===== config.mk =====
export PLATFORM = sky130hd
export DESIGN_NAME = axi_lite_regfile
export DESIGN_NICKNAME = d
export VERILOG_FILES = /design/src/rtl/axi_lite_regfile.sv
export SDC_FILE = /design/constraint.sdc
export NUM_CORES = 1
export LEC_CHECK = 0
export ABC_AREA = 1
export BUFFER_PORTS_ARGS = -buffer_cell sky130_fd_sc_hd__buf_2
export CAP_MARGIN = 20
export CORE_AREA = 2 2 458 460
export DETAILED_ROUTE_END_ITERATION = 10
export DIE_AREA = 0 0 460 462
export PLACE_DENSITY = 0.37
export RECOVER_POWER = 50
export SLEW_MARGIN = 20
export SYNTH_ARGS = -nofsm -noshare
export SYNTH_HDL_FRONTEND = slang
export SYNTH_SLANG_ARGS = --single-unit

===== constraint.sdc =====
create_clock -name aclk -period 18.5 [get_ports aclk]
set_clock_uncertainty 0.1 [all_clocks]
set_input_delay 3.7 -clock aclk [delete_from_list [all_inputs] [get_ports aclk]]
set_output_delay 3.7 -clock aclk [all_outputs]
set_load 0.05 [all_outputs]

===== src/rtl/axi_lite_regfile.sv =====
// ---------------------------------------------------------------------------
// axi_lite_regfile
//   AXI-lite slave register file.
//   - NUM_REGS registers, each DATA_W bits wide, are readable and writable
//     from the bus.
//   - Their contents are driven to fabric logic on regs_o.
//   - Registers flagged in RO_MASK are read-only: reads return the matching
//     status_i slice, and writes are refused with SLVERR.
//   - AW and W are each captured into a one-entry holding register, so they
//     may arrive in either order.
//
// Ports
//   aclk, areset          clock, asynchronous active-high reset
//   awaddr/awvalid/awready                  write address channel
//   wdata/wstrb/wlast/wvalid/wready         write data channel (wlast ignored)
//   bresp/bvalid/bready                     write response (00 OKAY, 10 SLVERR)
//   araddr/arvalid/arready                  read address channel
//   rdata/rresp/rlast/rvalid/rready         read data channel (rlast = rvalid)
//   regs_o      register i at [i*DATA_W +: DATA_W]
//   status_i    values returned for read-only registers
//   wr_pulse_o  bit i high for one cycle after register i is written
//
// Configuration
//   AXI_LITE_REGFILE_STRB_EN  when defined, the wstrb port exists and only
//                             strobed bytes are written; otherwise every write
//                             updates the full word.
// ---------------------------------------------------------------------------
module axi_lite_regfile #(
    parameter int                   ADDR_W   = 32,
    parameter int                   DATA_W   = 32,
    parameter int                   NUM_REGS = 16,
    parameter logic [NUM_REGS-1:0]  RO_MASK  = '0,
    parameter logic [DATA_W-1:0]    RST_VAL  = '0
) (
    input  logic                         aclk,
    input  logic                         areset,
    input  logic [ADDR_W-1:0]            awaddr,
    input  logic                         awvalid,
    output logic                         awready,
    input  logic [DATA_W-1:0]            wdata,
`ifdef AXI_LITE_REGFILE_STRB_EN
    input  logic [DATA_W/8-1:0]          wstrb,
`endif
    input  logic                         wlast,
    input  logic                         wvalid,
    output logic                         wready,
    output logic [1:0]                   bresp,
    output logic                         bvalid,
    input  logic                         bready,
    input  logic [ADDR_W-1:0]            araddr,
    input  logic                         arvalid,
    output logic                         arready,
    output logic [DATA_W-1:0]            rdata,
    output logic [1:0]                   rresp,
    output logic                         rlast,
    output logic                         rvalid,
    input  logic                         rready,
    output logic [NUM_REGS*DATA_W-1:0]   regs_o,
    input  logic [NUM_REGS*DATA_W-1:0]   status_i,
    output logic [NUM_REGS-1:0]          wr_pulse_o
);

    localparam int NBYTES = DATA_W / 8;
    localparam int LSB    = $clog2(NBYTES);
    localparam int IDX_W  = (NUM_REGS > 1) ? $clog2(NUM_REGS) : 1;

    localparam logic [1:0] RESP_OKAY   = 2'b00;
    localparam logic [1:0] RESP_SLVERR = 2'b10;

    function automatic logic idx_in_range(input logic [IDX_W-1:0] idx);
        return 32'(idx) < 32'(NUM_REGS);
    endfunction

    // An index that matches no register falls through as not writable.
    function automatic logic idx_writable(input logic [IDX_W-1:0] idx);
        logic ok;
        ok = 1'b0;
        for (int i = 0; i < NUM_REGS; i++) begin
            if (32'(idx) == 32'(i)) ok = !RO_MASK[i];
        end
        return ok;
    endfunction

    function automatic logic [DATA_W-1:0] byte_merge(input logic [DATA_W-1:0] ov,
                                                     input logic [DATA_W-1:0] nv,
                                                     input logic [NBYTES-1:0] strb);
        logic [DATA_W-1:0] res;
        for (int b = 0; b < NBYTES; b++) begin
            res[8*b +: 8] = strb[b] ? nv[8*b +: 8] : ov[8*b +: 8];
        end
        return res;
    endfunction

    typedef enum logic [2:0] {
        WR_IDLE,
        WR_HAVE_AW,
        WR_HAVE_W,
        WR_EXEC,
        WR_RESP
    } wr_state_t;

    wr_state_t             wr_state, wr_state_nxt;
    logic                  aw_held, w_held, aw_hs, w_hs, exec;
    logic                  aw_nxt, w_nxt, bvalid_nxt;
    logic [IDX_W-1:0]      aw_idx_h;
    logic [DATA_W-1:0]     w_data_h;
    logic [NBYTES-1:0]     w_strb_h, strb_in;
    logic                  wr_ok;
    logic [NUM_REGS-1:0]   wr_onehot;
    logic [DATA_W-1:0]     regs [NUM_REGS];
    logic [IDX_W-1:0]      rd_idx;
    logic [DATA_W-1:0]     rd_val;
    logic                  rd_err;
    logic                  ar_hs;
    logic                  unused_inputs;

`ifdef AXI_LITE_REGFILE_STRB_EN
    assign strb_in = wstrb;
`else
    assign strb_in = '1;
`endif

    // Only the index field of the addresses and part of status_i are consumed.
    assign unused_inputs = ^{wlast, awaddr, araddr, status_i};

    // Hold flags are decoded from the FSM state.
    // A pending response does not block new captures.
    assign aw_held = (wr_state == WR_HAVE_AW) || (wr_state == WR_EXEC);
    assign w_held  = (wr_state == WR_HAVE_W)  || (wr_state == WR_EXEC);
    assign awready = !aw_held;
    assign wready  = !w_held;
    assign aw_hs   = awvalid && awready;
    assign w_hs    = wvalid && wready;

    // Executing on the edge that retires the previous response keeps bvalid
    // high back-to-back.
    assign exec = (wr_state == WR_EXEC) && (!bvalid || bready);

    always_comb begin
        aw_nxt     = (aw_held && !exec) || aw_hs;
        w_nxt      = (w_held && !exec) || w_hs;
        bvalid_nxt = exec || (bvalid && !bready);
        if (aw_nxt && w_nxt)  wr_state_nxt = WR_EXEC;
        else if (aw_nxt)      wr_state_nxt = WR_HAVE_AW;
        else if (w_nxt)       wr_state_nxt = WR_HAVE_W;
        else if (bvalid_nxt)  wr_state_nxt = WR_RESP;
        else                  wr_state_nxt = WR_IDLE;
    end

    assign wr_ok = idx_writable(aw_idx_h);

    always_comb begin
        wr_onehot = '0;
        for (int i = 0; i < NUM_REGS; i++) begin
            wr_onehot[i] = (32'(aw_idx_h) == 32'(i));
        end
    end

    // ---- capture stage: AW / W holding registers (data only, no reset) ----
    always_ff @(posedge aclk) begin
        if (aw_hs) aw_idx_h <= awaddr[LSB +: IDX_W];
        if (w_hs) begin
            w_data_h <= wdata;
            w_strb_h <= strb_in;
        end
    end

    // ---- execute stage: write FSM, response and pulse ----
    always_ff @(posedge aclk or posedge areset) begin
        if (areset) begin
            wr_state   <= WR_IDLE;
            bvalid     <= 1'b0;
            bresp      <= RESP_OKAY;
            wr_pulse_o <= '0;
        end else begin
            wr_state   <= wr_state_nxt;
            bvalid     <= bvalid_nxt;
            if (exec) bresp <= wr_ok ? RESP_OKAY : RESP_SLVERR;
            // The pulse fires even when every strobe is clear.
            wr_pulse_o <= (exec && wr_ok) ? wr_onehot : '0;
        end
    end

    always_ff @(posedge aclk or posedge areset) begin
        if (areset) begin
            for (int i = 0; i < NUM_REGS; i++) regs[i] <= RST_VAL;
        end else if (exec && wr_ok) begin
            for (int i = 0; i < NUM_REGS; i++) begin
                if (wr_onehot[i]) regs[i] <= byte_merge(regs[i], w_data_h, w_strb_h);
            end
        end
    end

    for (genvar g = 0; g < NUM_REGS; g++) begin : g_regs_o
        assign regs_o[g*DATA_W +: DATA_W] = regs[g];
    end

    // ---- read stage: registered rdata/rresp ----
    assign rd_idx  = araddr[LSB +: IDX_W];
    assign arready = !rvalid;
    assign ar_hs   = arvalid && arready;
    assign rlast   = rvalid;

    always_comb begin
        rd_val = '0;
        rd_err = !idx_in_range(rd_idx);
        for (int i = 0; i < NUM_REGS; i++) begin
            if (32'(rd_idx) == 32'(i)) begin
                rd_val = RO_MASK[i] ? status_i[i*DATA_W +: DATA_W] : regs[i];
            end
        end
    end

    // Sampling regs before the write's non-blocking update gives pre-write
    // data when a read and a write to the same register share an edge.
    always_ff @(posedge aclk or posedge areset) begin
        if (areset) begin
            rvalid <= 1'b0;
            rdata  <= '0;
            rresp  <= RESP_OKAY;
        end else if (ar_hs) begin
            rvalid <= 1'b1;
            rdata  <= rd_val;
            rresp  <= rd_err ? RESP_SLVERR : RESP_OKAY;
        end else if (rvalid && rready) begin
            rvalid <= 1'b0;
        end
    end

endmodule


==> run summary <==
PortBufs -> 613
Most common cell after layout, fill and taps aside -> nand2_1
Cts bufs inserted -> 84
DR iter-0 viols -> 1552
Post-synthesis xor/xnor area fraction -> 0%
First-pass GRT wire length -> 215400 um
Area leader, netlist -> dfrtp_1
Non-Filler Instances -> 6361
Syn Area/Cell -> 8.519 um2
CP required -> 19.11 ns
Failing checks -> capacitance limit, slew limit
Mapped Area -> 25320 um2
Outcome -> complete, but fails checks
Worst setup path category -> in -> async
Worst setup SP type -> input port
Top cells by area, synth -> dfrtp_1 56%, nand2_1 15%, o21ai_0 10%
Area Overhead vs Synth -> 34.97%
Share of post-route cells with drive strength above 1 -> 16.05%
Commonest cells after routing, fill and taps aside -> 993 x nand2_1, 566 x dfrtp_1, 516 x o21ai_0, 363 x buf_2, 285 x clkbuf_1
Sequential-to-total area share from yosys stat -> 60.21%
Cells after DPL -> 6177
Design Area, Final -> 34170 um2
Crit path launch -> areset
Worst-Margin Slew -> 3.362 ns
Clk_lat worst skew -> 0.71 ns
Worst path arrival time -> 9.16 ns
Core ar. -> 208100 um2
I/O pins -> 1186
Final setup viols -> 0
# resized after CTS -> 0
Compound-Gate Fraction of Synth Area -> 11.33%
Starting Density -> 12.17%
Fin Setup TNS -> 0 ns
Critical-path maximum fanout -> 62
Final hold vios -> 0
Largest family of logic cells by synthesized area -> simple AND/OR/NAND/NOR gates
Total global-route track usage -> 15.15%
Place WS -> 10.99 ns
DRT antenna net count -> 0
CTS tree -> yes
Post-Synth Simple-Gate Area -> 22.41%
Crit end category -> asynchronous set/reset pin
Fmax achieved -> 0.1169 GHz
Final HPWL DP -> 127200 um
Nets -> 4161
Tmin final -> 8.554 ns
Hold path startpoint -> rdata[31]
Post-synthesis cell count -> 2972
Drt via density -> 3.652
Leakage -> 15.58 nW
Die H -> 462 um
Placed inst area -> 31550 um2
Initial DRT Pass Iterations -> 5
Grt ovf -> 0
MaxCap Viol Count -> 17
Postcts setup bufs -> 0
Synth Register Bits -> 602
Number of distinct library cells after synthesis -> 25
Max-slew violations -> 906
GP Congestion -> 0.8503
Vias in the first global route -> 22430
Yosys top cell area share -> 55.94%
Cell Rows -> 168
RSZ-0062 raised after global routing -> false
RR Startpoint -> wr_state[2]
Cts hold-fix bufs -> 0
YS warnings -> 0
Adder-cell area share of the yosys netlist -> 0%
PD cells -> 229.4 nW/um2
Full die area -> 212500 um2
Maximum buffer depth of the clock tree -> 3
Die Span X -> 460 um
Max transition margin -> -124.1%
Design Power -> 7.841 mW
DRC -> 0
Final WL -> 164600 um
Initial antenna violation count -> 48
Worst R2R Setup Slack -> 12.98 ns
Routed via count -> 23230
Worst IR Drop VDD -> 0.0001101 V
Clk sink count -> 602
Period utilization -> 46.24%
Clock transition at path regs -> 0.06 ns
Hold Path Class -> reg -> reg
H-tree levels -> 3
WL/cell -> 25.88 um
Largest net degree at the start of global routing -> 132
Final setup margin -> 9.946 ns
Post-synthesis mux area share -> 0%
Clock root buffer -> clkbuf_16
-- power by group --
group | total (mW) | switching (mW) | internal, mW
Clock | 1.76 | 0.694 | 1.07
Sequential | 2.39 | 0.498 | 1.90
Combinational | 3.69 | 3.11 | 0.572
-- cell families after synthesis --
logic type | count (synthesis)
buf+inv | 391
simple gates | 1405
other cells | 1
compound gates | 573
flops | 602
-- state kept, by name, summed over array words and instances, names as in the netlist --
name and cells:
bresp 1, rlast 1, w_data_h 32, rdata 32, aw_idx_h 4, wr_pulse_o 16, wr_state 3, bvalid 1
regs_o 512
-- critical path, stage by stage --
cell	delay (ns)
clkbuf_1	0.10
clkinvlp_4	0.06
clkbuf_1	1.98
clkbuf_1	2.18
buf_4	0.95
-- layout make-up --
class	count	area (um2)
Tap cell	2720	3403
Fill cell	23830	173900
Clock buffer	121	2464
Clock inverter	33	469.2
Antenna cell	28	70.07
Timing Repair Buffer	669	3128
Sequential cell	602	15240
Inverter	207	780.7
Multi-Input combinational cell	1981	8615
-- metrics by stage --
step | hold slack, ns | util (%)
global route | 0.4118 | 16.40
floorplan | 0.3548 | -
finish | 0.3764 | 16.42
global placement | 0.3597 | 15.16
CTS | 0.3786 | 16.57
detailed placement | 0.3623 | 15.16
-- routing by layer --
layer	vias up	wire length (um)	track usage (%)	part of all wire [%]
li1	10760	-	-	-
met2	833	73540	23.65	45
met1	11430	72630	19.71	44
met3	189	12830	4.624	7.8
met4	16	5525	5.207	3.4
met5	-	97	0	0.059
-- path summary, 6_finish.rpt --
check | endpoint | cells after the start
setup / recovery | regs_o[42] | 5
hold / removal | rdata[31] | 2
setup reg to reg | regs_o[371] | 12
hold reg to reg | rdata[31] | 2
max in group aclk | regs_o[371] | 12
min in group asynchronous | regs_o[398] | 3
-- synth_stat cells --
cell type and instances:
buf_2 29, conb_1 1, nand4_1 80, nand2_1 993, nor2_1 217, nor2_2 10, inv_2 10, or2_2 14
nand2_2 2, clkinv_1 5, nor2_4 3, edfxtp_1 36, nand3_1 81, inv_1 192, buf_6 1, o21ai_1 14
buf_4 5, buf_1 1, dfrtp_1 566, nor3_1 3, a21oi_1 51, nor3b_1 1, or2_0 1, clkbuf_1 148
o21ai_0 508
(Power assumes the default switching activity.)
